==> config.mk <==
export PLATFORM = sky130hd
export DESIGN_NAME = cache_fill_fsm_flat
export DESIGN_NICKNAME = d
export VERILOG_FILES = /design/src/rtl/cache_fill_fsm_pkg.sv /design/src/rtl/cache_fill_fsm_if.sv /design/src/rtl/cache_fill_fsm_fill_counter.sv /design/src/rtl/cache_fill_fsm.sv /design/src/flat_wrapper.sv
export SDC_FILE = /design/constraint.sdc
export NUM_CORES = 1
export LEC_CHECK = 0
export ABC_AREA = 1
export CAP_MARGIN = 5
export CORE_MARGIN = 10
export CORE_UTILIZATION = 38
export CTS_BUF_LIST = sky130_fd_sc_hd__clkbuf_8
export DETAILED_ROUTE_END_ITERATION = 8
export PLACE_DENSITY = 0.87
export SKIP_LAST_GASP = 1
export SYNTH_ARGS = -nofsm -noshare
export SYNTH_HDL_FRONTEND = slang
export SYNTH_HIERARCHICAL = 1
export SYNTH_SLANG_ARGS = --single-unit
==> constraint.sdc <==
create_clock -name clk -period 3.4 [get_ports clk]
set_input_delay 0.34 -clock clk [delete_from_list [all_inputs] [get_ports clk]]
set_output_delay 0.34 -clock clk [all_outputs]
set_load 0.02 [all_outputs]
==> src/rtl/cache_fill_fsm_pkg.sv <==
// Purpose : shared constants and state encoding for the cache block fill engine.
// Latency : n/a (declarations only).
// Backpressure: n/a.
// Contents: fill_state_e encoding, block geometry constants, word-offset helper.
package cache_fill_fsm_pkg;

   typedef enum logic [0:0] {
      ST_IDLE = 1'b0,
      ST_FILL = 1'b1
   } fill_state_e;

   localparam int BLOCK_WORDS = 8;   // 16-bit words per cache block
   localparam int BLK_OFF_W   = 4;   // byte-offset bits inside a 16-byte block
   localparam int WORD_STEP   = 2;   // byte distance between consecutive words

   // Byte offset of word number idx inside a block.
   function automatic int unsigned word_offset(input int unsigned idx);
      return idx * WORD_STEP;
   endfunction

endpackage

==> src/rtl/cache_fill_fsm_if.sv <==
// Purpose : bundles the miss, memory and cache-array signals of the fill engine.
// Latency : n/a (wires only).
// Backpressure: none; the pipeline is stalled through fsm_busy.
// Ports   : master = fill engine side, slave = cache/memory/pipeline side.
interface cache_fill_fsm_if #(
   parameter int ADDR_W = 16,
   parameter int DATA_W = 16
);
   logic              miss_detected;
   logic [ADDR_W-1:0] miss_address;
   logic              memory_data_valid;
   logic [DATA_W-1:0] memory_data;
   logic              fsm_busy;
   logic              mem_read_en;
   logic [ADDR_W-1:0] memory_address;
   logic              write_data_array;
   logic              write_tag_array;
   logic [ADDR_W-1:0] cache_addr;
   logic [DATA_W-1:0] cache_data;

   modport master (
      input  miss_detected, miss_address, memory_data_valid, memory_data,
      output fsm_busy, mem_read_en, memory_address,
             write_data_array, write_tag_array, cache_addr, cache_data
   );

   modport slave (
      output miss_detected, miss_address, memory_data_valid, memory_data,
      input  fsm_busy, mem_read_en, memory_address,
             write_data_array, write_tag_array, cache_addr, cache_data
   );
endinterface

==> src/rtl/cache_fill_fsm_fill_counter.sv <==
// Purpose : small word counter with enable, synchronous clear and terminal flag.
// Latency : count updates one cycle after en; wrap is combinational from cnt.
// Backpressure: none; holds its value while en is low.
// Ports   : clk, rst_n (async active-low), en, clr -> cnt, wrap (cnt at all-ones).
module fill_counter #(
   parameter int CNT_W = 3
) (
   input  logic             clk,
   input  logic             rst_n,
   input  logic             en,
   input  logic             clr,
   output logic [CNT_W-1:0] cnt,
   output logic             wrap
);

   always_ff @(posedge clk or negedge rst_n) begin
      if (!rst_n) begin
         cnt <= '0;
      end else if (clr) begin
         cnt <= '0;
      end else if (en) begin
         cnt <= cnt + CNT_W'(1);
      end
   end

   // Flag is independent of en so the caller can qualify it without a
   // combinational loop back through its own enable logic.
   assign wrap = (cnt == '1);

endmodule

==> src/rtl/cache_fill_fsm.sv <==
// Purpose : on a cache miss, reads one block from pipelined memory and writes it into the cache arrays.
// Latency : reads start the cycle after the miss; each returned word is written the same cycle it arrives.
// Backpressure: none from memory; fsm_busy stalls the pipeline from miss until the tag write.
// Ports   : clk, rst_n (async active-low), bus (cache_fill_fsm_if.master: miss in, memory in/out, cache array writes out).
module cache_fill_fsm
   import cache_fill_fsm_pkg::*;
#(
   parameter int WORDS_PER_BLOCK = BLOCK_WORDS,
   parameter int ADDR_W          = 16
) (
   input  logic             clk,
   input  logic             rst_n,
   cache_fill_fsm_if.master bus
);

   localparam int CNT_W = $clog2(WORDS_PER_BLOCK);
   localparam logic [ADDR_W-1:0] OFF_MASK = ADDR_W'((1 << BLK_OFF_W) - 1);

   fill_state_e       state_q, state_d;
   logic [ADDR_W-1:0] base_q, base_d;
   logic              issue_done_q, issue_done_d;

   logic [CNT_W-1:0]  issue_cnt, recv_cnt;
   logic              issue_en, recv_en, cnt_clr;
   logic              issue_wrap, recv_wrap;

   logic              busy_raw;
   logic              rd_en;
   logic [ADDR_W-1:0] rd_addr;
   logic              wr_data;
   logic              wr_tag;
   logic [ADDR_W-1:0] wr_addr;
   logic [15:0]       wr_dat;

   fill_counter #(.CNT_W(CNT_W)) u_issue_cnt (
      .clk   (clk),
      .rst_n (rst_n),
      .en    (issue_en),
      .clr   (cnt_clr),
      .cnt   (issue_cnt),
      .wrap  (issue_wrap)
   );

   fill_counter #(.CNT_W(CNT_W)) u_recv_cnt (
      .clk   (clk),
      .rst_n (rst_n),
      .en    (recv_en),
      .clr   (cnt_clr),
      .cnt   (recv_cnt),
      .wrap  (recv_wrap)
   );

   always_ff @(posedge clk or negedge rst_n) begin
      if (!rst_n) begin
         state_q      <= ST_IDLE;
         base_q       <= '0;
         issue_done_q <= 1'b0;
      end else begin
         state_q      <= state_d;
         base_q       <= base_d;
         issue_done_q <= issue_done_d;
      end
   end

   always_comb begin
      state_d      = state_q;
      base_d       = base_q;
      issue_done_d = issue_done_q;
      cnt_clr      = 1'b0;
      issue_en     = 1'b0;
      recv_en      = 1'b0;
      busy_raw     = 1'b0;
      rd_en        = 1'b0;
      rd_addr      = '0;
      wr_data      = 1'b0;
      wr_tag       = 1'b0;
      wr_addr      = '0;
      wr_dat       = '0;

      case (state_q)
         ST_IDLE: begin
            // Memory responses arriving here are leftovers of an aborted
            // fill and are dropped.
            if (bus.miss_detected) begin
               busy_raw     = 1'b1;
               state_d      = ST_FILL;
               base_d       = bus.miss_address & ~OFF_MASK;
               issue_done_d = 1'b0;
               cnt_clr      = 1'b1;
            end
         end

         ST_FILL: begin
            busy_raw = 1'b1;

            // Issue side: one read per cycle until the whole block is requested.
            // Base has zero low bits, so OR-ing the offset never carries out.
            if (!issue_done_q) begin
               rd_en    = 1'b1;
               rd_addr  = base_q | ADDR_W'(word_offset(32'(issue_cnt)));
               issue_en = 1'b1;
               if (issue_wrap) begin
                  issue_done_d = 1'b1;
               end
            end

            // Receive side: words land in return order, independent of issue.
            if (bus.memory_data_valid) begin
               wr_data = 1'b1;
               wr_addr = base_q | ADDR_W'(word_offset(32'(recv_cnt)));
               wr_dat  = bus.memory_data;
               recv_en = 1'b1;
               if (recv_wrap) begin
                  wr_tag  = 1'b1;
                  state_d = ST_IDLE;
               end
            end
         end

         default: state_d = ST_IDLE;
      endcase
   end

   // State is already IDLE during reset; only the miss-driven stall needs masking.
   assign bus.fsm_busy         = busy_raw & rst_n;
   assign bus.mem_read_en      = rd_en;
   assign bus.memory_address   = rd_addr;
   assign bus.write_data_array = wr_data;
   assign bus.write_tag_array  = wr_tag;
   assign bus.cache_addr       = wr_addr;
   assign bus.cache_data       = wr_dat;

endmodule

==> src/flat_wrapper.sv <==
// flat-port wrapper written by rule: the top's interface ports become plain ports
module cache_fill_fsm_flat import cache_fill_fsm_pkg::*;
#(
   parameter int WORDS_PER_BLOCK = BLOCK_WORDS,
   parameter int ADDR_W          = 16
)
  (clk, rst_n, bus_miss_detected, bus_miss_address, bus_memory_data_valid, bus_memory_data, bus_fsm_busy, bus_mem_read_en, bus_memory_address, bus_write_data_array, bus_write_tag_array, bus_cache_addr, bus_cache_data);
  cache_fill_fsm_if #(.ADDR_W(ADDR_W)) bus_i ();
  input  logic clk;
  input  logic rst_n;
  input wire logic [$bits(bus_i.miss_detected)-1:0] bus_miss_detected;
  input wire logic [$bits(bus_i.miss_address)-1:0] bus_miss_address;
  input wire logic [$bits(bus_i.memory_data_valid)-1:0] bus_memory_data_valid;
  input wire logic [$bits(bus_i.memory_data)-1:0] bus_memory_data;
  output wire logic [$bits(bus_i.fsm_busy)-1:0] bus_fsm_busy;
  output wire logic [$bits(bus_i.mem_read_en)-1:0] bus_mem_read_en;
  output wire logic [$bits(bus_i.memory_address)-1:0] bus_memory_address;
  output wire logic [$bits(bus_i.write_data_array)-1:0] bus_write_data_array;
  output wire logic [$bits(bus_i.write_tag_array)-1:0] bus_write_tag_array;
  output wire logic [$bits(bus_i.cache_addr)-1:0] bus_cache_addr;
  output wire logic [$bits(bus_i.cache_data)-1:0] bus_cache_data;
  assign bus_i.miss_detected = bus_miss_detected;
  assign bus_i.miss_address = bus_miss_address;
  assign bus_i.memory_data_valid = bus_memory_data_valid;
  assign bus_i.memory_data = bus_memory_data;
  assign bus_fsm_busy = bus_i.fsm_busy;
  assign bus_mem_read_en = bus_i.mem_read_en;
  assign bus_memory_address = bus_i.memory_address;
  assign bus_write_data_array = bus_i.write_data_array;
  assign bus_write_tag_array = bus_i.write_tag_array;
  assign bus_cache_addr = bus_i.cache_addr;
  assign bus_cache_data = bus_i.cache_data;
  cache_fill_fsm #(.WORDS_PER_BLOCK(WORDS_PER_BLOCK), .ADDR_W(ADDR_W)) u_core (.clk(clk), .rst_n(rst_n), .bus(bus_i));
endmodule
; ---- After elaboration in Yosys (flattened, before gate mapping)
; Index checks and enable logic that the tools add are counted.
[word_totals]
reg_bits = 20
[op_classes]
addsub = 2
eq_ne = 3
mux = 27
n_bitwise = 4
n_reduce_logical = 3
[ops]
columns = operator, count
row1 = $mux W16, 6
row2 = $or A16 B4 Y16, 2
row3 = $mux W1, 14
row4 = $mux W3, 4
row5 = $add A3 B1 Y3 const B, 2
row6 = $eq A3 B3 Y1 const B, 2
row7 = $pmux W1 S2, 3
row8 = $reduce_bool A2 Y1, 2
row9 = $ne A2 B2 Y1 const B, 1
row10 = $reduce_and A2 Y1, 1
row11 = $and A1 B1 Y1, 1
row12 = $not A1 Y1, 1

; ---- Logic depth before layout (Yosys ltp)
; Gate-level depths: netlist of the first run.
[depth]
depth_word = 4
ltp_mapped = 7
mapped_depth_nobuf = 6

; ---- Modules after synthesis
; The synthesis of the first run kept the hierarchy.
[by_module_without_submodules]
columns = mod, n_inst, cells_per_inst, area_each_um2, seq_area_each_um2
row1 = cache_fill_fsm, 1, 156, 929.6, 350.3
row2 = fill_counter, 2, 17, 151.4, 75.1

; ---- Worst setup path before layout of the first run
; OpenSTA, ideal clock, no wires.
[synth_path]
path_type = register to output
from = register u_core.state_q
to = output port bus_memory_address[10]
arrival_time_ns = 1.019
required_ns = 3.060
path_slack_ns = 2.041
stages_incl_launch_ff = 4
n_path_buf = 1
path_cell_list = dfrtp_1 -> nand2_1 -> buf_4 -> nor2_1
[synth_via]
elab_chain_cells = 1
[synth_lines]
columns = element, line_no
row1 = from (decl), cache_fill_fsm.sv:19  ; fill_state_e state_q, state_d;
row2 = from (signal assigned), cache_fill_fsm.sv:59  ; state_q <= state_d;
row3 = $mux W16, cache_fill_fsm.sv:80  ; case (state_q)
row4 = to (decl), flat_wrapper.sv:17  ; output wire logic [$bits(bus_i.memory_address)-1:0] bus_memory_address;
; Every way passes these cells.

; ---- Final worst setup path of the first run
[layout_path]
from = input port bus_memory_data_valid
to = output port bus_cache_data[7]
[layout_via]
elab_chain_cells = 2
[layout_lines]
columns = element, line_no
row1 = from (decl), flat_wrapper.sv:13  ; input wire logic [$bits(bus_i.memory_data_valid)-1:0] bus_memory_data_valid;
row2 = $mux W16, cache_fill_fsm.sv:108  ; if (bus.memory_data_valid) begin
row3 = $mux W16, cache_fill_fsm.sv:80
row4 = to (decl), flat_wrapper.sv:21  ; output wire logic [$bits(bus_i.cache_data)-1:0] bus_cache_data;
; Every way passes these cells.

==> results.sh, run 1 <==
export IMPL_yosys_warnings=6
export IMPL_drt_initial_drc_count=76
export IMPL_drc=0
export IMPL_routed_wl_met2_mm=2.07
export IMPL_cts_hold_buf=0
export IMPL_final_antenna_net_count=0
export IMPL_required_ns=3.06
export IMPL_start_util_pct=40.0
export IMPL_post_synth_top_area_cell="sky130_fd_sc_hd__dfrtp_1"
export IMPL_cts_clk_slew_worst_paths_ns=0.07
export IMPL_holdCritPathClass="in2async"
export IMPL_timing_final_max_slew_violations=0
export IMPL_synth_ff_latch_count=20
export IMPL_vdd_ir_drop_worst_uv=539
export IMPL_grt_first_pass_wirelength_mm=6.54
export IMPL_cts_root_buf="sky130_fd_sc_hd__clkbuf_8"
export IMPL_grt_overflow_total=0
export IMPL_insertion_delay_ns=0.25
export IMPL_slew_worst_pin_ns=0.553
export IMPL_fin_hold_ws_ns=0.415
export IMPL_static_leakage_power_nw=1.10
export IMPL_top_layer="met4"
export IMPL_placed_cells_incl_taps=309
export IMPL_die_w_um=77.0
export IMPL_cpMaxStageDelayCell="sky130_fd_sc_hd__clkdlybuf4s50_1"
export IMPL_comb_power_share_pct=66.0
export IMPL_finish_net_count=310
export IMPL_fillers=267
export IMPL_drt_wirelength_per_cell_um=12.5
export IMPL_count_of_clock_tree_sinks=20
export IMPL_min_period_over_period_pct=75.4
export IMPL_cp_slowest_stage_delay_ns=0.62
export IMPL_sw_frac_of_total_pct=46.4
export IMPL_synth_area_leaders="sky130_fd_sc_hd__dfrtp_1, sky130_fd_sc_hd__nor2_1, sky130_fd_sc_hd__nand2_1"
export IMPL_chipHeight_um=77.0
export IMPL_floorplan_die_area_um2=5920
export IMPL_groute_usage_overall_pct=13.2
export IMPL_cts_resized=0
export IMPL_top_level_ports=88
export IMPL_vias_in_the_first_global_route=1360
export IMPL_crit_type="in2out"
export IMPL_route_met3_wl_um=292
export IMPL_final_hold_violation_count=0
export IMPL_crit_top_cell="sky130_fd_sc_hd__clkdlybuf4s50_1"
export IMPL_route_vias_total=1367
export IMPL_clock_power_share_pct=9.9
export IMPL_area_growth_synth_to_final_pct=71.5
export IMPL_setup_viol_count_final=0
export IMPL_clock_skew_ns=0.00122
export IMPL_pin_count_of_the_biggest_net_entering_global_routing=22
export IMPL_setup_total_negative_slack_ns=0
export IMPL_synth_cell_type_count=14
export IMPL_maxCapViolations=0
export IMPL_wl_met1_mm=1.53
export IMPL_drtPass1Iterations=4
export IMPL_postCtsSetupBuffers=0
export IMPL_ys_top_cells_by_count="sky130_fd_sc_hd__nor2_1, sky130_fd_sc_hd__nand2_1, sky130_fd_sc_hd__inv_1"
export IMPL_category_of_the_worst_setup_path_capture_point="primary output"
export IMPL_post_synth_inst_count=190
export IMPL_vias_per_cell=4.37
export IMPL_post_synth_cell_area_avg_um2=6.49
export IMPL_totalWireLength_mm=3.91
export IMPL_ys_flop_type="sky130_fd_sc_hd__dfrtp_1"
export IMPL_p_switching_uw=830
export IMPL_yosysSeqAreaShare_pct=40.6
export IMPL_crit_chain="clkdlybuf4s50_1 -> nand2_1 -> buf_4 -> nor2_1 -> clkdlybuf4s50_1"
export IMPL_gp_congestion=0.728
export IMPL_dpl_wire_length_mm=3.18
export IMPL_internal_power_uw=959
export IMPL_ys_async_sr_fraction_pct=100
export IMPL_core_region_area_um2=3080
export IMPL_synth_area_um2=1230
export IMPL_synth_enable_flop_cells=0
export IMPL_clockBufferDepth=2
export IMPL_arrival_time_worst_endpoint_ns=2.22
export IMPL_layout_min_cycle_time_ns=2.56
export IMPL_max_fo_critical_path=19
export IMPL_final_layout_size_suffix_gt1_share_pct=3.72
export IMPL_grt_antenna_before_repair=0
export IMPL_synth_top_cell_area_share_pct=40.6
export IMPL_tritoncts="done"
export IMPL_layout_cells_non_filler=313
export IMPL_cts_buffers_inserted=3
export IMPL_power_per_cell_area_nw_per_um2=847
export IMPL_fmaxAchievable_ghz=0.390
export IMPL_share_seq_of_total_power_pct=24.0
export IMPL_leading_cell_type_by_number_of_instances_after_synthesis="sky130_fd_sc_hd__nor2_1"
export IMPL_core_rowCount=20
export IMPL_rsz0062_at_grt="no"
export IMPL_finalPower_mw=1.79
export IMPL_status="complete, no violations"
export IMPL_antenna_cells=0
export IMPL_start_kind="input port"
export IMPL_relSlewSlack_pct=63.0
export IMPL_port_buffers=81
export IMPL_cts_htree_levels=1
## flip-flops by register name (all words and copies together) (netlist names)
register and flops:
u_core/u_issue_cnt/cnt 3, u_core/base_q 12, u_core/state_q 1, u_core/u_recv_cnt/cnt 3
u_core/issue_done_q 1
## cell families after synthesis
logic type,after synthesis,synth area share [%]
AOI/OAI and AO/OA,1,0.609
other,1,0.304
and+or+nand+nor,112,36.5
DFF,20,40.6
adders and majority gates,4,4.06
buffers and inverters,52,17.9
## critical path, delay by kind of cell
family / cells / cell delay (ns)
and+or+nand+nor: 2 / 0.44
buffers and inverters: 3 / 1.44
## through the flow
step           setup WS (ns)  util [%]  cell area (µm²)
5_1_grt                0.664      68.7             2110
6_report               0.838      68.7             2110
3_5_place_dp           0.813      66.9             2060
2_1_floorplan           2.04         -             1240
3_3_place_gp           0.838      66.9             2060
4_1_cts                0.795      68.7             2110
## power groups by stage
stage / Sequential, mW / Clock [mW] / Combinational, mW
4_1_cts: 0.430 / 0.180 / 1.20
2_1_floorplan: 0.414 / 0 / 0.696
3_3_place_gp: 0.429 / 0 / 1.17
6_report: 0.430 / 0.178 / 1.18
5_1_grt: 0.446 / 0.196 / 1.30
3_5_place_dp: 0.433 / 0 / 1.19
## area by class of cell
type | instances | area (µm²) | share of cell area [%]
repair buffers | 83 | 826 | 39.1
multi-input cells | 119 | 515 | 24.4
flip-flops and latches | 20 | 500 | 23.7
inverters | 43 | 161 | 7.64
clock buffers | 4 | 55.1 | 2.61
well taps | 44 | 55.1 | 2.61
## placed cells by master, fill, tap and decap left out, types with 2 or more instances in the layout
cell type and count:
sky130_fd_sc_hd__nand3_1 18, sky130_fd_sc_hd__clkdlybuf4s50_1 81, sky130_fd_sc_hd__inv_1 42, sky130_fd_sc_hd__buf_4 2, sky130_fd_sc_hd__nor2_1 47, sky130_fd_sc_hd__dfrtp_1 20, sky130_fd_sc_hd__clkbuf_8 4, sky130_fd_sc_hd__nand2_1 44
sky130_fd_sc_hd__nor2_2 2, sky130_fd_sc_hd__ha_1 4, sky130_fd_sc_hd__conb_1 2
## path summary, 6_finish.rpt
kind / startpoint / to / depth (start not counted) / slack, ns
min in group clk: u_core/base_q[10] / u_core/base_q[10] / 2 / 0.47
min: rst_n / u_core/u_recv_cnt/cnt[1] / 2 / 0.42
min reg2reg: u_core/base_q[10] / u_core/base_q[10] / 2 / 0.47
max in group asynchronous: rst_n / u_core/base_q[12] / 2 / 2.77
max reg2reg: u_core/state_q / u_core/u_issue_cnt/cnt[0] / 6 / 1.89
max: bus_memory_data_valid / bus_cache_data[7] / 5 / 0.84
## per-layer routing
metal  up-vias  track usage, %
met5         -               0
met4         0            2.42
met3         5            5.48
met2        44            24.6
met1       618            13.3
li1        700               -
No activity file was read; power rests on OpenSTA's default activity.
==> inputs of run 2 (changes only) <==
--- a/config.mk
+++ b/config.mk
@@ -8,10 +8,10 @@
 export ABC_AREA = 1
 export CAP_MARGIN = 5
 export CORE_MARGIN = 10
-export CORE_UTILIZATION = 38
+export CORE_UTILIZATION = 36
 export CTS_BUF_LIST = sky130_fd_sc_hd__clkbuf_8
 export DETAILED_ROUTE_END_ITERATION = 8
-export PLACE_DENSITY = 0.87
+export PLACE_DENSITY = 0.83
 export SKIP_LAST_GASP = 1
 export SYNTH_ARGS = -nofsm -noshare
 export SYNTH_HDL_FRONTEND = slang
==> constraint.sdc (replaced) <==
create_clock -name clk -period 2.43 [get_ports clk]
set_input_delay 0.243 -clock clk [delete_from_list [all_inputs] [get_ports clk]]
set_output_delay 0.243 -clock clk [all_outputs]
set_load 0.02 [all_outputs]
==> results.sh, run 2 (synthesis results as in run 1) <==
export IMPL_status="complete, no violations"
export IMPL_rsz0062_at_grt="no"
export IMPL_max_fo_critical_path=25
export IMPL_die_w_um=78.5
export IMPL_vdd_ir_drop_worst_uv=670
export IMPL_clockBufferDepth=2
export IMPL_core_region_area_um2=3310
export IMPL_grt_use_met1_pct=15.8
export IMPL_stdcell_area_um2=2120
export IMPL_postCtsSetupBuffers=0
export IMPL_crit_chain="clkdlybuf4s50_1 -> nand2_1 -> buf_4 -> nor2_1 -> clkdlybuf4s50_1"
export IMPL_gp_congestion=0.806
export IMPL_chipHeight_um=78.5
export IMPL_required_ns=2.19
export IMPL_final_hold_violation_count=0
export IMPL_antenna_cells=0
export IMPL_drt_initial_drc_count=26
export IMPL_layout_min_cycle_time_ns=2.13
export IMPL_start_kind="input port"
export IMPL_finish_net_count=313
export IMPL_cts_buffers_inserted=3
export IMPL_crit_top_cell="sky130_fd_sc_hd__clkdlybuf4s50_1"
export IMPL_port_buffers=81
export IMPL_placed_cells_incl_taps=314
export IMPL_cts_resized=0
export IMPL_largest_reg_flops=12
export IMPL_clock_power_share_pct=8.5
export IMPL_fillers=308
export IMPL_holdCritPathClass="in2async"
export IMPL_cts_clk_slew_worst_paths_ns=0.07
export IMPL_pre_cts_ws_ns=0.271
export IMPL_setup_worst_path_start="bus_memory_data_valid"
export IMPL_arrival_time_worst_endpoint_ns=1.89
export IMPL_sw_frac_of_total_pct=46.1
export IMPL_comb_power_share_pct=67.3
export IMPL_insertion_delay_ns=0.25
export IMPL_timing_final_max_slew_violations=0
export IMPL_tritoncts="done"
export IMPL_start_util_pct=37.2
export IMPL_cts_htree_levels=1
export IMPL_dpl_wire_length_mm=3.17
export IMPL_vias_per_cell=4.28
export IMPL_layout_cells_non_filler=317
export IMPL_count_of_clock_tree_sinks=20
export IMPL_groute_usage_overall_pct=12.4
export IMPL_global_route_layer_with_the_greatest_usage="met2"
export IMPL_grt_overflow_total=0
export IMPL_final_layout_size_suffix_gt1_share_pct=4.43
export IMPL_placedInstanceArea_um2=2080
export IMPL_min_period_over_period_pct=87.6
export IMPL_reg2reg_from="u_core/state_q"
export IMPL_biggestRegsByFlops="u_core/base_q (12), u_core/u_issue_cnt/cnt (3), u_core/u_recv_cnt/cnt (3)"
export IMPL_static_leakage_power_nw=1.10
export IMPL_drtPass1Iterations=4
export IMPL_area_growth_synth_to_final_pct=72.4
export IMPL_category_of_the_worst_setup_path_capture_point="primary output"
export IMPL_share_seq_of_total_power_pct=24.1
export IMPL_internal_power_mw=1.33
export IMPL_p_switching_mw=1.14
export IMPL_setup_total_negative_slack_ns=0
export IMPL_core_rowCount=21
export IMPL_max_flop_register="u_core/base_q"
export IMPL_setup_viol_count_final=0
export IMPL_drc=0
export IMPL_fmaxAchievable_ghz=0.470
export IMPL_layout_setup_ws_ns=0.301
export IMPL_vias_in_the_first_global_route=1338
export IMPL_cts_hold_buf=0
export IMPL_grt_first_pass_wirelength_mm=6.38
export IMPL_route_vias_total=1357
export IMPL_floorplan_die_area_um2=6160
export IMPL_clock_skew_ns=0.00147
export IMPL_power_per_cell_area_nw_per_um2=1160
export IMPL_pin_count_of_the_biggest_net_entering_global_routing=26
export IMPL_top_level_ports=88
export IMPL_cts_root_buf="sky130_fd_sc_hd__clkbuf_8"
export IMPL_grt_use_met2_pct=19.2
export IMPL_cp_slowest_stage_delay_ns=0.62
export IMPL_maxCapViolations=0
export IMPL_crit_type="in2out"
export IMPL_grt_antenna_before_repair=0
export IMPL_final_antenna_net_count=0
export IMPL_cpMaxStageDelayCell="sky130_fd_sc_hd__clkdlybuf4s50_1"
export IMPL_most_common_cell_after_layout_fill_and_taps_aside="sky130_fd_sc_hd__clkdlybuf4s50_1"
export IMPL_totalWireLength_mm=3.78
export IMPL_met3_track_demand_over_resource_in_global_routing_pct=4.67
export IMPL_drt_wirelength_per_cell_um=11.9
export IMPL_most_common_layout_cells="sky130_fd_sc_hd__clkdlybuf4s50_1, sky130_fd_sc_hd__nor2_1, sky130_fd_sc_hd__nand2_1, sky130_fd_sc_hd__inv_1, sky130_fd_sc_hd__dfrtp_1"
-- run 2: cell types whose count changed in the layout (fill, tap and decap cells not counted), sizes merged --
cell,change
buf,+3
clkbuf,-1
-- run 2: worst paths after layout --
kind,endpoint,slack [ns],cells after the start
max in group asynchronous,u_core/base_q[11],1.83,2
hold reg to reg,u_core/base_q[6],0.47,2
setup reg to reg,u_core/u_issue_cnt/cnt[2],0.99,6
hold / removal,u_core/base_q[7],0.40,2
setup / recovery,bus_cache_data[12],0.30,5
min in group clk,u_core/base_q[6],0.47,2
-- run 2: area by class of cell --
class	instances	area (µm²)	share of cell area, %
Inverter	43	161	7.60
Multi-Input combinational cell	119	515	24.3
Sequential cell	20	500	23.6
Clock buffer	3	41.3	1.94
Timing Repair Buffer	86	848	39.9
Tap cell	46	57.6	2.71
-- run 2: stage by stage --
step	hold slack (ns)	power [mW]	util [%]
floorplan	-0.0526	1.55	-
global placement	0.455	2.26	62.9
detailed placement	0.459	2.29	62.9
CTS	0.422	2.51	64.2
global route	0.443	2.70	64.2
finish	0.403	2.47	64.2
-- run 2: worst max-delay path: cells and delay by family --
family / cells / cell delay (ns)
simple gates: 2 / 0.26
buf+inv: 3 / 1.37
-- run 2: power by group through the flow --
stage | Combinational (mW) | Sequential [mW] | Clock [mW]
finish | 1.66 | 0.596 | 0.210
global route | 1.85 | 0.618 | 0.236
CTS | 1.70 | 0.598 | 0.219
global placement | 1.66 | 0.598 | 0
detailed placement | 1.69 | 0.604 | 0
floorplan | 0.974 | 0.579 | 0
-- run 2: metal layers --
metal,routed length [µm],share of wire [%]
met1,1830,48
met2,1620,43
met3,328,8.7
met4,9,0.24
met5,0,0
